**config.mk**
```make
export PLATFORM = sky130hd
export DESIGN_NAME = imem_loader
export DESIGN_NICKNAME = d
export VERILOG_FILES = /design/src/rtl/imem_loader.sv
export SDC_FILE = /design/constraint.sdc
export NUM_CORES = 1
export LEC_CHECK = 0
export ABC_AREA = 1
export BUFFER_PORTS_ARGS = -buffer_cell sky130_fd_sc_hd__buf_2
export CAP_MARGIN = 5
export CORE_UTILIZATION = 50
export DETAILED_ROUTE_END_ITERATION = 16
export GPL_TIMING_DRIVEN = 1
export PLACE_DENSITY = 0.72
export SYNTH_ARGS = -nofsm -noshare
export SYNTH_HDL_FRONTEND = slang
export SYNTH_SLANG_ARGS = --single-unit
```
**constraint.sdc**
```tcl
create_clock -name clk -period 1.81 [get_ports clk]
set_input_delay 0.181 -clock clk [delete_from_list [all_inputs] [get_ports clk]]
set_output_delay 0.181 -clock clk [all_outputs]
set_load 0.005 [all_outputs]
```
**src/rtl/imem_loader.sv**
```systemverilog
// Instruction-memory loader: length-prefixed byte stream -> sequential little-endian word writes.
// Optional trailing XOR checksum byte when IMEM_LOADER_CHECKSUM_EN is defined.
module imem_loader #(
    parameter int unsigned ADDR_W = 6,
    parameter int unsigned BYTE_W = 8
) (
    input  logic              clk,
    input  logic              rst_n,
    input  logic              start,
    input  logic [BYTE_W-1:0] byte_in,
    input  logic              byte_valid,
    output logic              byte_ready,
    output logic              mem_we,
    output logic [ADDR_W-1:0] mem_addr,
    output logic [31:0]       mem_wdata,
    output logic              busy,
    output logic              done,
    output logic [ADDR_W:0]   words_loaded,
    output logic              cpu_hold,
    output logic              chk_err
);

    localparam int unsigned CNT_W  = ADDR_W + 1;
    localparam int unsigned WORD_W = 32;
    localparam int unsigned DEPTH  = 1 << ADDR_W;

    typedef enum logic [2:0] {
        S_IDLE,
        S_LEN,
        S_DATA,
        S_CHK,
        S_DONE
    } state_t;

    state_t            state;
    logic [1:0]        byte_cnt;
    logic [WORD_W-1:0] shift_q;
    logic [CNT_W-1:0]  target;
    logic              accept;

`ifdef IMEM_LOADER_CHECKSUM_EN
    logic [BYTE_W-1:0] xor_q;
`else
    logic              last_q;
    assign chk_err = 1'b0;
`endif

    assign accept = byte_valid && byte_ready;

    // Load sequencer; the write-finish block after the case owns address/count updates.
    always_ff @(posedge clk or negedge rst_n) begin
        if (!rst_n) begin
            state        <= S_IDLE;
            byte_ready   <= 1'b0;
            mem_we       <= 1'b0;
            mem_addr     <= '0;
            mem_wdata    <= '0;
            busy         <= 1'b0;
            done         <= 1'b0;
            words_loaded <= '0;
            cpu_hold     <= 1'b1;
            byte_cnt     <= '0;
            shift_q      <= '0;
            target       <= '0;
`ifdef IMEM_LOADER_CHECKSUM_EN
            xor_q        <= '0;
            chk_err      <= 1'b0;
`else
            last_q       <= 1'b0;
`endif
        end else begin
            case (state)
                S_IDLE, S_DONE: begin
                    if (start) begin
                        state        <= S_LEN;
                        byte_ready   <= 1'b1;
                        busy         <= 1'b1;
                        done         <= 1'b0;
                        cpu_hold     <= 1'b1;
                        words_loaded <= '0;
                        byte_cnt     <= '0;
                        mem_addr     <= '0;
`ifdef IMEM_LOADER_CHECKSUM_EN
                        xor_q        <= '0;
                        chk_err      <= 1'b0;
`else
                        last_q       <= 1'b0;
`endif
                    end
                end
                S_LEN: begin
                    if (accept) begin
                        // Zero or anything beyond the memory depth loads the full memory.
                        if (byte_in == '0 || 32'(byte_in) > DEPTH) begin
                            target <= CNT_W'(DEPTH);
                        end else begin
                            target <= CNT_W'(byte_in);
                        end
                        state <= S_DATA;
                    end
                end
                S_DATA: begin
                    if (accept) begin
                        shift_q  <= {byte_in, shift_q[WORD_W-1:BYTE_W]};
                        byte_cnt <= byte_cnt + 2'd1;
`ifdef IMEM_LOADER_CHECKSUM_EN
                        xor_q    <= xor_q ^ byte_in;
`endif
                        if (byte_cnt == 2'd3) begin
                            mem_we    <= 1'b1;
                            mem_wdata <= {byte_in, shift_q[WORD_W-1:BYTE_W]};
                            if (words_loaded + CNT_W'(1) == target) begin
`ifdef IMEM_LOADER_CHECKSUM_EN
                                state  <= S_CHK;
`else
                                last_q <= 1'b1;
`endif
                            end
                        end
                    end
                end
`ifdef IMEM_LOADER_CHECKSUM_EN
                S_CHK: begin
                    if (accept) begin
                        chk_err    <= (byte_in != xor_q);
                        cpu_hold   <= (byte_in != xor_q);
                        state      <= S_DONE;
                        byte_ready <= 1'b0;
                        busy       <= 1'b0;
                        done       <= 1'b1;
                    end
                end
`endif
                default: begin
                    state      <= S_IDLE;
                    byte_ready <= 1'b0;
                end
            endcase

            // Write-finish cycle: retire the strobe and advance the address.
            if (mem_we) begin
                mem_we       <= 1'b0;
                mem_addr     <= mem_addr + ADDR_W'(1);
                words_loaded <= words_loaded + CNT_W'(1);
`ifndef IMEM_LOADER_CHECKSUM_EN
                if (last_q) begin
                    state      <= S_DONE;
                    byte_ready <= 1'b0;
                    busy       <= 1'b0;
                    done       <= 1'b1;
                    cpu_hold   <= 1'b0;
                end
`endif
            end
        end
    end

endmodule

```
Word-level counts from Yosys, hierarchy flattened
Cells that the tools add are included.
{ "word_totals": {"ff_bits": 95, "inputBits": 12, "word_cells": 81} }
{ "classes": {"n_reduce_logical": 15, "eq_ne": 9, "add_sub_neg": 3, "n_mux": 40, "order_cmp": 1} }
{ "ops": {"columns": ["operator", "n"], "rows": [
  ["7-bit 2-to-1 mux", 4],
  ["1-bit 2-to-1 mux", 23],
  ["6-bit 2-to-1 mux", 3],
  ["3-bit 2-to-1 mux", 4],
  ["3-bit case mux with 3 select lines", 1],
  ["8-bit by 7-bit greater-than comparator with 1-bit output (second input constant)", 1],
  ["8-bit zero test", 1],
  ["2-bit inequality test (second input constant)", 4],
  ["7-bit by 1-bit adder with 7-bit output (second input constant)", 1],
  ["7-bit equality test", 1],
  ["6-bit by 1-bit adder with 6-bit output (second input constant)", 1],
  ["2-bit AND reduction", 3],
  ["3-bit AND reduction", 2],
  ["2-bit nonzero test", 3],
  ["5-bit AND reduction", 1],
  ["2-bit 2-to-1 mux", 2],
  ["1-bit case mux with 2 select lines", 2],
  ["2-bit case mux with 2 select lines", 1],
  ["2-bit OR reduction", 2],
  ["3-bit by 1-bit equality test with 1-bit output (second input constant)", 1],
  ["3-bit by 2-bit equality test with 1-bit output (second input constant)", 1],
  ["3-bit equality test (second input constant)", 1],
  ["3-bit zero test", 1],
  ["2-bit by 1-bit adder with 2-bit output (second input constant)", 1],
  ["3 further kinds", 3]
]} }

Depth between registers and ports, before layout
{ "logic_depth": {"ltp_word": 6, "mapped_depth": 10} }

Worst setup path after synthesis
No wires, ideal clock.
{ "synth_timing": {"path_kind": "register -> register", "from": "register words_loaded[0]", "to": "register last_q", "stages_incl_launch_ff": 10, "setup_ns": 0.078, "arrival_ns": 1.338, "required_ns": 1.732, "setup_slack_ns": 0.394, "cell_sequence": "dfrtp_1 -> ha_1 -> nand2_1 -> o21ai_0 -> nand2_1 -> nand2_1 -> nand2_1 -> nor2_1 -> nand3_1 -> a21oi_1"} }
{ "synth_via": {"elab_chain_len": 4} }
{ "synth_lines": {"columns": ["item", "line", "source"], "rows": [
  ["start, declared", "18", "output logic [ADDR_W:0] words_loaded,"],
  ["start signal, assigned", "144", "words_loaded <= words_loaded + CNT_W'(1);"],
  ["7-bit by 1-bit adder with 7-bit output", "112", "if (words_loaded + CNT_W'(1) == target) begin"],
  ["7-bit equality test", "112", null],
  ["2-bit inequality test (no source line)", null, null],
  ["5-bit AND reduction (no source line)", null, null],
  ["end signal, assigned", "69", "last_q <= 1'b0;"],
  ["end signal, assigned", "87", "last_q <= 1'b0;"],
  ["end signal, assigned", "116", "last_q <= 1'b1;"],
  ["end, declared", "44", "logic last_q;"]
]} }
No other way between the ends.
A chain may end at the register's enable or synchronous reset.

Final worst setup path
Same ends and word-level chain as after synthesis.

==> key figures <==
Die
  • Die Span Y: approximately 90 um
  • Core area: 0.00694 mm^2
  • FP Rows: 30
  • Io pins: 63
  • Initial Util: 0.530
  • Die Span X: between 80 and 90 um
  • Overall die area: roughly 0.0077 mm^2

CTS
  • Clock-pin slew on the worst setup and hold paths: about 90 ps
  • TritonCTS clock tree: done
  • Clk Latency, worst-skew pair: 360 ps
  • Post_cts resized: 0
  • CTS Buf Count: 9
  • # H-tree levels: 3
  • Post-CTS Setup Bufs: 0
  • CTS sink count: 87
  • Maximum clock path buffer count: 2
  • Root buffer cell: clkbuf_8

Timing
  • Fin. Hold Viols: 0
  • TNS Setup: 0 ps
  • Skew final: between 8 and 9 ps
  • Min setup slack post-route: 238 ps
  • Fmax: between 600 and 700 MHz
  • Final setup violation count: 0
  • Tcrit/Tclk final: 0.868
  • Max Transition Viols Final: 0
  • Unrepaired setup endpoints after global routing: false
  • Fin crit period: 1570 ps
  • WHS: a little over 80 ps

Pwr
  • Total Power: around 4.5 mW
  • Pwr/cell area: between 1000 and 1500 mW/mm^2
  • Leakage: 2.26 nW
  • Max VDD drop: 0.450 mV

Synthesis
  • Yosys reg bits: between 80 and 90
  • Synth cell types: 32
  • Number of synthesized flops with an enable pin: 0
  • Post-Synthesis Cells: between 300 and 400
  • Largest cells by area after synthesis: dfrtp_1 58%, nand2_1 9.1%, o21ai_0 6.3%
  • Post-synth top area cell: dfrtp_1
  • Most common cell in the netlist: nand2_1
  • Syn Nets: about 410
  • Syn Std Cell Area: between 0.003 and 0.004 mm^2
  • Synth async-reset ratio: 1.00
  • Post-synthesis sequential area ratio: 0.592
  • Most used DFF post-synth: dfrtp_1
  • Mean Syn Cell Area: between 9 and 10 um^2
  • Ys Warns: 0
  • Share of the synthesized area in the top cell type: 0.584
  • Most frequent cells after synthesis: 89 x nand2_1, 86 x dfrtp_1, 50 x inv_1, 46 x o21ai_0, 25 x nand3_1

Drt
  • Wire length per cell: between 10 and 15 um
  • Drt drc: 0
  • Detail-routed via count per cell: around 5
  • DR vias: about 2700
  • Post-route ant nets: 0
  • Pre-antenna DRT Iters: 4
  • DRT iter0 DRCs: around 150
  • DRT Wirelength: between 6000 and 7000 um

Cells and area
  • Non-filler instance count after layout: 556
  • Final Net Count: 470
  • # diodes: 0
  • Fillcell total: ~600
  • P&R area growth vs syn: 16.6%
  • Register area: about 0.0022 mm^2
  • Layout cells sized above 1: 0.220
  • Area of the multi-input gates: about 0.0012 mm^2

Global route
  • Largest net degree at the start of global routing: 55
  • Vias in the first global route: 2592
  • First-pass GRT wire length: 11900 um
  • GRT overflow: 0
  • Initial antenna violation count: 0
  • GR Util All Layers: 0.205

Placement
  • Placed cells: approximately 540
  • Setup WS pre-CTS: between 200 and 300 ps
  • GPL Wtd Cong: between 1 and 1.5
  • Post-DP HPWL: between 5000 and 6000 um
  • PortBufs: 61

Setup path
  • Reg2reg path depth: 9
  • Slowest stage delay, CP: 470 ps
  • CP Capture Type: flip-flop
  • Worst path most repeated cell: nand2_1
  • Crit path kind: flip-flop to flip-flop
  • Worst endpoint data arrival time: about 1900 ps
  • Cell Chain, Critical Path: ha_1 -> nand2_1 -> o21ai_0 -> nand2_1 -> nand2_1 -> nand2_1 -> nor2_1 -> nand3_1 -> a21oi_1
  • Data required time of the worst path: between 2000 and 2500 ps
  • CP max FO: 7
  • CP Launch Type: flip-flop
  • Slowest cell on the critical path: dfrtp_1

Run
  • Maxcap violations: 0

Hold path
  • Hold Path Cell Cnt: 3
  • Worst min-delay path class: input pin to flip-flop

Run status
  • Outcome: completed
## cells in the final DEF, fill, tap and decap left out, types with 2 or more instances in the layout
| cell | instances |
|---|---|
| buf_12 | 2 |
| o21ai_1 | 16 |
| nand2_1 | 89 |
| inv_2 | 3 |
| nand3_1 | 25 |
| o21ai_0 | 46 |
| mux2_4 | 8 |
| nor2_4 | 3 |
| buf_2 | 60 |
| nor3_1 | 3 |
| o22ai_1 | 4 |
| clkbuf_8 | 9 |
| inv_1 | 50 |
| dfrtp_1 | 86 |
| buf_4 | 4 |
| inv_6 | 2 |
| nor2_1 | 19 |
| ha_1 | 3 |
| clkinv_4 | 2 |
| a21oi_1 | 8 |
## final timing paths
path | startpoint | endpoint | slack (ps)
max in group asynchronous | rst_n | cpu_hold$_DFF_PN1_ | 920
worst min register to register | shift_q[16]$_DFFE_PN0P_ | shift_q[16]$_DFFE_PN0P_ | 490
worst max-delay path | words_loaded[0]$_DFFE_PN0P_ | last_q$_DFFE_PN0P_ | 240
worst min-delay path | start | state[2]$_DFF_PN0_ | 80
worst max register to register | words_loaded[0]$_DFFE_PN0P_ | last_q$_DFFE_PN0P_ | 240
min in group asynchronous | rst_n | mem_wdata[4]$_DFFE_PN0P_ | 280
## cell type report
class                           count  share of cell area
Clock inverter                      6              0.0178
Timing Repair Buffer               67              0.0886
Multi-Input combinational cell    236               0.281
Inverter                           54              0.0478
Clock buffer                       10              0.0297
Tap cell                           96              0.0280
Sequential cell                    87               0.507
## critical path, delay by kind of cell (launching register included)
family | cells | cell delay (ps)
adder cells (fa/ha/maj) | 1 | 200
AO/OA/AOI/OAI | 2 | 340
flip-flops | 1 | 470
AND/OR/NAND/NOR | 6 | 480
## registers in the layout, indices dropped and copies added, names as in the netlist
signal / flops
mem_addr: 6
byte_ready: 1
busy: 1
mem_we: 1
mem_wdata: 32
shift_q: 24
done: 1
byte_cnt: 2
target: 7
last_q: 1
words_loaded: 7
state: 3
cpu_hold: 1
## repair_timing
action,CTS,global route
endpoints found under the setup margin,0,0
hold buffers,1,0
hold endpoints to repair,28,0
## metal layers
metal	track usage	wire [um]	vias up
li1	-	-	1383
met1	0.290	3370	1257
met2	0.306	3160	68
met3	0.0330	288	15
met4	0.109	163	0
met5	0	0	-
## logic make-up after synthesis
logic type | Yosys count | share of synthesized area
xor gates and xnor gates | 1 | 0.00238
buffers and inverters | 67 | 0.0812
adders and majority gates | 3 | 0.0102
and+or+nand+nor | 145 | 0.170
DFF | 87 | 0.592
muxes | 9 | 0.0357
other | 1 | 0.00102
AOI/OAI and AO/OA | 77 | 0.108
## report_power, final
part | total [mW] | internal [mW] | switching, mW
logic | 0.766 | 0.260 | 0.505
registers | 2.39 | 2.23 | 0.163
clock network | 1.39 | 0.663 | 0.728
## metrics by stage
| step | util | instance area, um^2 |
|---|---|---|
| 6_report | 0.618 | 4290 |
| 5_1_grt | 0.618 | 4290 |
| 4_1_cts | 0.618 | 4290 |
| 3_5_place_dp | 0.587 | 4080 |
| 3_3_place_gp | 0.587 | 4080 |
| 2_1_floorplan | - | 3680 |
No activity file was read; power rests on OpenSTA's default activity.
